$ cat src/rtl/spi_adc_req_arbiter.sv
// spi_adc_req_arbiter
// Shares one SPI master (mode 3, two bytes per chip-select) among NUM_REQ
// requesters. Each requester reads one channel of an 8-channel SPI ADC.
// Grants are round-robin. A granted request sends a two-byte frame with the
// channel address in byte 0. The two returned bytes are packed into a 16-bit
// word and tagged with the requester index.
//
// state     | meaning
// ----------+-------------------------------------------------------------
// S_IDLE    | no transaction; pick the next requester round-robin
// S_SEND0   | wait for master ready, strobe the channel address byte
// S_WAIT1   | one cycle for master ready to fall after the first strobe
// S_SEND1   | wait for master ready, strobe the dummy byte; capture RX
// S_WAIT_RX | wait for the second received byte; capture RX
// S_RESP    | response strobe cycle, then back to idle
//
// The timeout counter is cleared when byte 0 is strobed. It then counts every
// cycle in S_WAIT1, S_SEND1 and S_WAIT_RX. If it reaches TIMEOUT_CLKS-1, the
// transaction is aborted with an error response.
// The master itself is not reset on a timeout, so the next S_SEND0 still waits
// for ready.

module spi_adc_req_arbiter #(
   parameter int NUM_REQ      = 4,
   parameter int ID_W         = 2,
   parameter int TIMEOUT_CLKS = 4096
) (
   input  logic                   i_Clk,
   input  logic                   i_Rst,
   input  logic [NUM_REQ-1:0]     i_Req,
   input  logic [3*NUM_REQ-1:0]   i_Req_Chan,
   output logic                   o_Rsp_DV,
   output logic [ID_W-1:0]        o_Rsp_Id,
   output logic [15:0]            o_Rsp_Word,
   output logic                   o_Rsp_Err,
   output logic                   o_Busy,
   output logic [1:0]             o_SPI_TX_Count,
   output logic [7:0]             o_SPI_TX_Byte,
   output logic                   o_SPI_TX_DV,
   input  logic                   i_SPI_TX_Ready,
   input  logic [1:0]             i_SPI_RX_Count,
   input  logic                   i_SPI_RX_DV,
   input  logic [7:0]             i_SPI_RX_Byte
);

   localparam int CNT_W = (TIMEOUT_CLKS > 2) ? $clog2(TIMEOUT_CLKS) : 1;

   typedef enum logic [2:0] {
      S_IDLE,
      S_SEND0,
      S_WAIT1,
      S_SEND1,
      S_WAIT_RX,
      S_RESP
   } state_t;

   state_t            state_q;
   logic [ID_W-1:0]   ptr_q;
   logic [ID_W-1:0]   id_q;
   logic [2:0]        chan_q;
   logic [7:0]        b0_q;
   logic [CNT_W-1:0]  tmo_q;
   logic              rsp_dv_q;
   logic [ID_W-1:0]   rsp_id_q;
   logic [15:0]       rsp_word_q;
   logic              rsp_err_q;
   logic              tx_dv_q;
   logic [7:0]        tx_byte_q;

   logic [2:0]        chan_a [NUM_REQ];
   logic              gnt_vld_d;
   logic [ID_W-1:0]   gnt_id_d;
   logic [ID_W-1:0]   ptr_d;
   logic [ID_W:0]     rr_sum;
   logic              rx_on;
   logic              rx_b0;
   logic              rx_b1;
   logic              tmo_hit;

   for (genvar k = 0; k < NUM_REQ; k++) begin : g_chan
      assign chan_a[k] = i_Req_Chan[3*k +: 3];
   end

   // Round-robin pick: scan offsets from high to low so the smallest offset
   // from the pointer is the last one written and therefore wins.
   always_comb begin
      gnt_vld_d = 1'b0;
      gnt_id_d  = '0;
      rr_sum    = '0;
      for (int i = NUM_REQ-1; i >= 0; i--) begin
         rr_sum = {1'b0, ptr_q} + (ID_W+1)'(i);
         if (rr_sum >= (ID_W+1)'(NUM_REQ)) begin
            rr_sum = rr_sum - (ID_W+1)'(NUM_REQ);
         end
         if (i_Req[rr_sum[ID_W-1:0]]) begin
            gnt_vld_d = 1'b1;
            gnt_id_d  = rr_sum[ID_W-1:0];
         end
      end
      ptr_d = (gnt_id_d == ID_W'(NUM_REQ-1)) ? '0 : gnt_id_d + ID_W'(1);
   end

   assign rx_on   = (state_q == S_SEND1) || (state_q == S_WAIT_RX);
   assign rx_b0   = i_SPI_RX_DV && (i_SPI_RX_Count == 2'd0);
   assign rx_b1   = i_SPI_RX_DV && (i_SPI_RX_Count == 2'd1);
   assign tmo_hit = (tmo_q == CNT_W'(TIMEOUT_CLKS-1));

   // Transaction sequencer with registered SPI and response outputs.
   always_ff @(posedge i_Clk) begin
      if (i_Rst) begin
         state_q    <= S_IDLE;
         ptr_q      <= '0;
         id_q       <= '0;
         chan_q     <= '0;
         b0_q       <= '0;
         tmo_q      <= '0;
         rsp_dv_q   <= 1'b0;
         rsp_id_q   <= '0;
         rsp_word_q <= '0;
         rsp_err_q  <= 1'b0;
         tx_dv_q    <= 1'b0;
         tx_byte_q  <= '0;
      end else begin
         tx_dv_q  <= 1'b0;
         rsp_dv_q <= 1'b0;
         if (rx_on && rx_b0) begin
            b0_q <= i_SPI_RX_Byte;
         end
         case (state_q)
            S_IDLE: begin
               if (gnt_vld_d) begin
                  id_q    <= gnt_id_d;
                  chan_q  <= chan_a[gnt_id_d];
                  ptr_q   <= ptr_d;
                  state_q <= S_SEND0;
               end
            end
            S_SEND0: begin
               if (i_SPI_TX_Ready) begin
                  tx_dv_q   <= 1'b1;
                  tx_byte_q <= {2'b00, chan_q, 3'b000};
                  tmo_q     <= '0;
                  state_q   <= S_WAIT1;
               end
            end
            S_WAIT1, S_SEND1, S_WAIT_RX: begin
               if (rx_on && rx_b1) begin
                  rsp_dv_q   <= 1'b1;
                  rsp_id_q   <= id_q;
                  rsp_word_q <= {b0_q, i_SPI_RX_Byte};
                  rsp_err_q  <= 1'b0;
                  state_q    <= S_RESP;
               end else if (tmo_hit) begin
                  rsp_dv_q   <= 1'b1;
                  rsp_id_q   <= id_q;
                  rsp_word_q <= '0;
                  rsp_err_q  <= 1'b1;
                  state_q    <= S_RESP;
               end else begin
                  tmo_q <= tmo_q + CNT_W'(1);
                  if (state_q == S_WAIT1) begin
                     state_q <= S_SEND1;
                  end else if ((state_q == S_SEND1) && i_SPI_TX_Ready) begin
                     tx_dv_q   <= 1'b1;
                     tx_byte_q <= 8'h00;
                     state_q   <= S_WAIT_RX;
                  end
               end
            end
            S_RESP: begin
               state_q <= S_IDLE;
            end
            default: begin
               state_q <= S_IDLE;
            end
         endcase
      end
   end

   assign o_Rsp_DV       = rsp_dv_q;
   assign o_Rsp_Id       = rsp_id_q;
   assign o_Rsp_Word     = rsp_word_q;
   assign o_Rsp_Err      = rsp_err_q;
   assign o_Busy         = (state_q != S_IDLE);
   assign o_SPI_TX_Count = 2'b10;
   assign o_SPI_TX_Byte  = tx_byte_q;
   assign o_SPI_TX_DV    = tx_dv_q;

endmodule

$ cat config.mk
export PLATFORM = sky130hd
export DESIGN_NAME = spi_adc_req_arbiter
export DESIGN_NICKNAME = d
export VERILOG_FILES = /design/src/rtl/spi_adc_req_arbiter.sv
export SDC_FILE = /design/constraint.sdc
export NUM_CORES = 1
export LEC_CHECK = 0
export CAP_MARGIN = 20
export CORE_MARGIN = 10
export CORE_UTILIZATION = 35
export CTS_BUF_LIST = sky130_fd_sc_hd__clkbuf_4 sky130_fd_sc_hd__clkbuf_8
export DETAILED_ROUTE_END_ITERATION = 16
export PLACE_DENSITY = 0.64
export SLEW_MARGIN = 20
export SYNTH_ARGS = -nofsm -noshare
export SYNTH_HDL_FRONTEND = slang
export SYNTH_SLANG_ARGS = --single-unit
$ cat constraint.sdc
create_clock -name i_Clk -period 3.9 [get_ports i_Clk]
set_input_delay 0.975 -clock i_Clk [delete_from_list [all_inputs] [get_ports i_Clk]]
set_output_delay 0.975 -clock i_Clk [all_outputs]
set_load 0.01 [all_outputs]
==> reports/qor.yml, run 1 <==
hold_viol: 0
setup-tns-final_ps: 0
r2r_end: "o_Rsp_Word[4]"
tightest_slew_ps: 898
dr.pass1.iters: 5
clock.fmax_ghz: 0.363
die_w_microns: 104
yosys-top-cells-area: "dfxtp_1, mux2i_1, a22oi_1, nor2_1, a21oi_1"
cpMaxStageDelayCell: "a21oi_2"
peakVddDrop_mv: 0.152
holdPathEnd: "o_Rsp_Id[1]"
grt_pass1_vias: 1949
reg2reg_from: "state_q[2]"
final_core_util: 0.455
synth_warnings: 0
critPathMaxFanout: 20
maxCapViolCount: 0
rrSetupSlack_ps: 1380
wirelength_mm: 5.84
globalplace.congestion: 0.795
cts_tree: "yes"
clk_latency_ps: 310
synthTopCellsByCount: "dfxtp_1, nor2_1, a21oi_1, a22oi_1, mux2i_1"
pre_cts_slack_ps: 834
grt_pass1_wl_mm: 9.58
avgViaCountPerCell: 5.05
fin_crit_ps: 2760
slew_headroom: 0.401
status: "finished clean"
chipHeight_microns: 104
n_antenna_cell: 0
vias: 2077
drive_gt1_frac: 0.0667
crit_chain: "clkdlybuf4s50_1, inv_1, o2111a_1, a21oi_2, a22oi_1, nor2_1"
initial_core_util: 0.361
antenna_left: 0
syn_area_sq_mm: 0.00245
wl_per_cell_microns: 14.2
critPathRequiredTime_ps: 4130
core_sq_mm: 0.00679
synth_cell_type_count: 50
syn_avg_cell_area_sq_um: 9.11
die-area_sq_mm: 0.0108
cts_setup_buffers: 0
yosys.area.top_type: "dfxtp_1"
worstPathArrival_ps: 2990
cp-end-kind: "register"
fin_nets: 347
hpwl_mm: 4.29
whs_path_depth: 2
drc_errors: 0
grt_antenna_before_repair: 0
syn_inst: 269
total_leakage_power_nw: 1.17
ios: 62
worst_hold_path_type: "reg -> reg"
fin_crit_sh: 0.707
grt_usage: 0.103
drt_iter0_markers: 127
critPathMaxStageDelay_ps: 780
rsz0062_at_grt: "no"
criticalPathCategory: "in -> reg"
clkSinkCount: 54
finalNonFillerCells: 411
start_kind: "primary input"
clk_path_buf_depth: 2
gr-total-overflow: 0
std_cell_rows: 30
htreeDepth: 2
port_buffers: 54
finalPower_mw: 1.04
grt_max_degree: 27
synth-seq-cells: 54
async_flop_share: 0
synth_seq_area_share: 0.441
cts_buffers: 5
synth_ff_type: "dfxtp_1"
synth_edf_count: 0
clockRootBuffer: "clkbuf_8"
power_density_mw_per_mm2: 335
maxSlewViolCount: 0
ctsResizeCount: 0
hold_path.startpoint: "o_Rsp_Id[1]"
setup_ws_ps: 1140
synth_top_area_share: 0.441
path_clk_slew_ps: 90
dp_cells: 404
yosys.cell_count.top_type: "dfxtp_1"
area_delta_synth_final_pct: 26.1
skew_ps: 4.39
setup_viol: 0
reg2regPathDepth: 5
ctsHoldBuffers: 0
==> worst max-delay path: cells and delay by family <==
family | cells | cell delay, ps
AO/OA/AOI/OAI | 3 | 1320
buffers and inverters | 2 | 550
AND/OR/NAND/NOR | 1 | 140
==> flip-flops by register name, indices dropped and copies added, names as in the netlist <==
| signal | cells |
|---|---|
| b0_q | 8 |
| chan_q | 3 |
| id_q | 2 |
| o_Rsp_DV | 1 |
| o_Rsp_Err | 1 |
| o_Rsp_Id | 2 |
| o_Rsp_Word | 16 |
| o_SPI_TX_Byte | 3 |
| o_SPI_TX_DV | 1 |
| ptr_q | 2 |
| state_q | 3 |
| tmo_q | 12 |
==> metrics by stage <==
stage / cell area (sq um) / hold WS [ps]
floorplan: 2470 / 436
global placement: 3010 / 460
detailed placement: 3010 / 450
CTS: 3090 / 472
global route: 3090 / 492
finish: 3090 / 467
==> area by class of cell <==
cell class              instances  area [sq um]
inverters                       6          22.5
flip-flops and latches         54          1080
multi-input cells             193          1240
well taps                      96           120
clock buffers                   5          68.8
clock inverters                 2          13.8
fillers                       658          3700
repair buffers                 55           548
==> cell families (layout without fill, tap and decap cells) <==
group,after synthesis,after routing,synth area share
fa+ha+maj,2,2,0.0102
compound gates,68,68,0.198
flops,54,54,0.441
other cells,2,7,0.00306
simple gates,98,98,0.213
mux,17,17,0.0694
buf+inv,27,68,0.0618
xor+xnor,1,1,0.00357
==> where the power goes <==
| group | total, mW | internal, mW | switching [mW] |
|---|---|---|---|
| Clock | 0.306 | 0.124 | 0.182 |
| Sequential | 0.582 | 0.568 | 0.0141 |
| Combinational | 0.148 | 0.0729 | 0.0753 |
==> cell usage in the layout, fill, tap and decap left out, types with 2 or more instances in the layout <==
cell type | netlist | final
ha_1 | 2 | 2
nor2_1 | 40 | 40
nand2b_1 | 4 | 4
a21oi_1 | 20 | 20
a22oi_1 | 20 | 20
nand2_1 | 14 | 14
nand3b_1 | 3 | 3
inv_1 | 6 | 6
clkbuf_8 | 0 | 5
or4_1 | 4 | 4
clkdlybuf4s50_1 | 0 | 54
or3_1 | 6 | 6
o21ai_0 | 6 | 6
conb_1 | 2 | 7
nor3b_1 | 2 | 2
o221ai_1 | 3 | 3
mux2i_1 | 17 | 17
dfxtp_1 | 54 | 54
and4_1 | 3 | 3
or2_2 | 2 | 2
nand4_1 | 3 | 3
nor3_1 | 4 | 4
o31ai_1 | 4 | 4
nand3_1 | 5 | 5
==> how the worst max path moves through the flow <==
stage          slack (ps)  cells past startpoint         startpoint              to
2_1_floorplan        1590                      8           i_Req[1]        ptr_q[1]
3_3_place_gp          900                      6  i_SPI_RX_Count[1]   o_Rsp_Word[4]
3_5_place_dp          830                      6  i_SPI_RX_Count[1]  o_Rsp_Word[15]
4_1_cts              1150                      6  i_SPI_RX_Count[1]  o_Rsp_Word[15]
5_1_grt               950                      6  i_SPI_RX_Count[1]   o_Rsp_Word[9]
6_report             1140                      6  i_SPI_RX_Count[1]   o_Rsp_Word[4]
==> layer usage <==
layer,vias up,GRT usage,part of all wire
met2,44,0.168,0.46
met5,-,0,0
li1,1057,-,-
met4,0,0.0268,0.0087
met3,4,0.0390,0.060
met1,972,0.125,0.47
(Power assumes the default switching activity.)
==> run 2: changes to the inputs <==
PLACE_DENSITY = 0.67   (was 0.64)
clock period = 2.2 ns   (was 3.9 ns; I/O delays follow)
==> run 2 against run 1 <==
Against the previous run:
- wire length rose by 1.3%
- setup slack worse by 1000 ps
- count of clock-buffer cells in the layout unchanged
- critical endpoint is now o_Busy
- clock power grew 120%
- sequential power up 77%
==> reports/qor.yml, run 2 (same netlist as run 1, synthesis figures left out) <==
power_density_mw_per_mm2: 611
finalPower_mw: 2.01
reg2reg_from: "state_q[2]"
reg2regPathDepth: 5
worst_hold_path_type: "reg -> reg"
drt_iter0_markers: 51
clockRootBuffer: "clkbuf_8"
slew_headroom: 0.560
wl_met1_mm: 2.59
clk_path_buf_depth: 2
comb_power_share: 0.144
r2r_end: "tmo_q[10]"
cts_tree: "yes"
largest_reg_flops: 16
peakVddDrop_mv: 0.307
rrSetupSlack_ps: 210
gr-total-overflow: 0
grt_pass1_wl_mm: 9.96
start_kind: "register"
swShare: 0.250
setup-tns-final_ps: 0
grt_pass1_vias: 2103
rsz0062_at_grt: "no"
path_clk_slew_ps: 110
fin_crit_sh: 0.957
htreeDepth: 2
hpwl_mm: 4.45
tightest_slew_ps: 660
avgViaCountPerCell: 4.92
ios: 62
chipHeight_microns: 104
globalplace.congestion: 0.777
internal-power_mw: 1.51
critPathMaxFanout: 10
die_w_microns: 104
ctsHoldBuffers: 0
skew_ps: 13.6
finalNonFillerCells: 431
antenna_left: 0
port_buffers: 54
n_antenna_cell: 0
status: "finished clean"
critPathRequiredTime_ps: 1650
dr_wl_met3_microns: 407
wl_per_cell_microns: 13.7
cp-end-kind: "primary output"
fin_crit_ps: 2110
drive_gt1_frac: 0.125
vias: 2120
power.switching_mw: 0.503
dr_wl_met2_mm: 2.86
core_sq_mm: 0.00679
maxSlewViolCount: 0
dp_cells: 421
std_cell_rows: 30
maxCapViolCount: 0
area_delta_synth_final_pct: 34.0
worstPathArrival_ps: 1560
fin_nets: 366
whs_path_depth: 2
cts_buffers: 5
power_frac_seq: 0.514
hold_viol: 0
holdPathEnd: "o_Rsp_Id[1]"
clock.fmax_ghz: 0.475
drc_errors: 0
total_leakage_power_nw: 1.29
pre_cts_slack_ps: -61.9
grt_usage: 0.109
final_cell_mix: "dfxtp_1, clkdlybuf4s50_1, nor2_1, a21oi_1, a22oi_1"
initial_core_util: 0.361
grt_antenna_before_repair: 0
setup_viol: 0
clkSinkCount: 54
pwr-share-clk: 0.341
setup_ws_ps: 94.4
criticalPathCategory: "reg -> out"
die-area_sq_mm: 0.0108
wirelength_mm: 5.91
grt_max_degree: 20
top_layer_used: "met4"
clk_latency_ps: 310
hold_path.startpoint: "id_q[1]"
num-fill-cells: 669
dr.pass1.iters: 4
## run 2: cell types whose count changed in the layout (fill, tap and decap cells not counted)
cell / delta
nor3_1: -1
clkinv_2: -1
buf_12: +1
inv_6: +1
nor3_2: +1
buf_4: +18
bufinv_16: +1
## run 2: through the flow
step | hold WS (ps) | area (sq um) | util
floorplan | 436 | 2470 | -
global placement | 460 | 3150 | 0.464
detailed placement | 462 | 3150 | 0.464
CTS | 474 | 3270 | 0.481
global route | 509 | 3290 | 0.484
finish | 455 | 3290 | 0.484
## run 2: worst max-delay path by stage
stage | from | end | cells past startpoint
4_1_cts | state_q[2] | o_Busy | 3
2_1_floorplan | i_Req[1] | ptr_q[1] | 8
5_1_grt | state_q[2] | o_Busy | 3
3_5_place_dp | i_SPI_TX_Ready | tmo_q[10] | 6
6_report | state_q[2] | o_Busy | 3
3_3_place_gp | i_SPI_TX_Ready | tmo_q[10] | 6
## run 2: critical path, stage by stage (launching register included)
cell and delay [ps]:
dfxtp_1 420, nor3_2 290, inv_1 70, clkdlybuf4s50_1 480
## run 2: what timing repair did
action / 4_1_cts / 5_1_grt
pin swaps: 0 / 0
setup buffers: 0 / 2
endpoints found under the setup margin: 1 / 4
gates resized for setup: 1 / 0
## run 2: layout make-up
cell class | instances | area, sq um | share of cell area
inverter | 6 | 22.5 | 0.00685
clock inverter | 3 | 47.5 | 0.0145
multi-input combinational | 193 | 1240 | 0.378
timing repair buffer | 74 | 703 | 0.214
tap | 96 | 120 | 0.0366
sequential | 54 | 1080 | 0.329
clock buffer | 5 | 68.8 | 0.0209
## run 2: power by group through the flow
stage	clock network, mW	logic, mW	registers (mW)
after floorplan	0	0.181	1.05
after global placement	0	0.284	1.05
after detailed placement	0	0.291	1.06
after CTS	0.705	0.293	1.03
after global routing	0.744	0.321	1.04
final	0.686	0.290	1.03
## run 2: per-layer routing
layer,global-route usage,vias up
met5,0,-
li1,-,1098
met4,0.0358,0
met1,0.127,981
met3,0.0434,5
met2,0.177,36
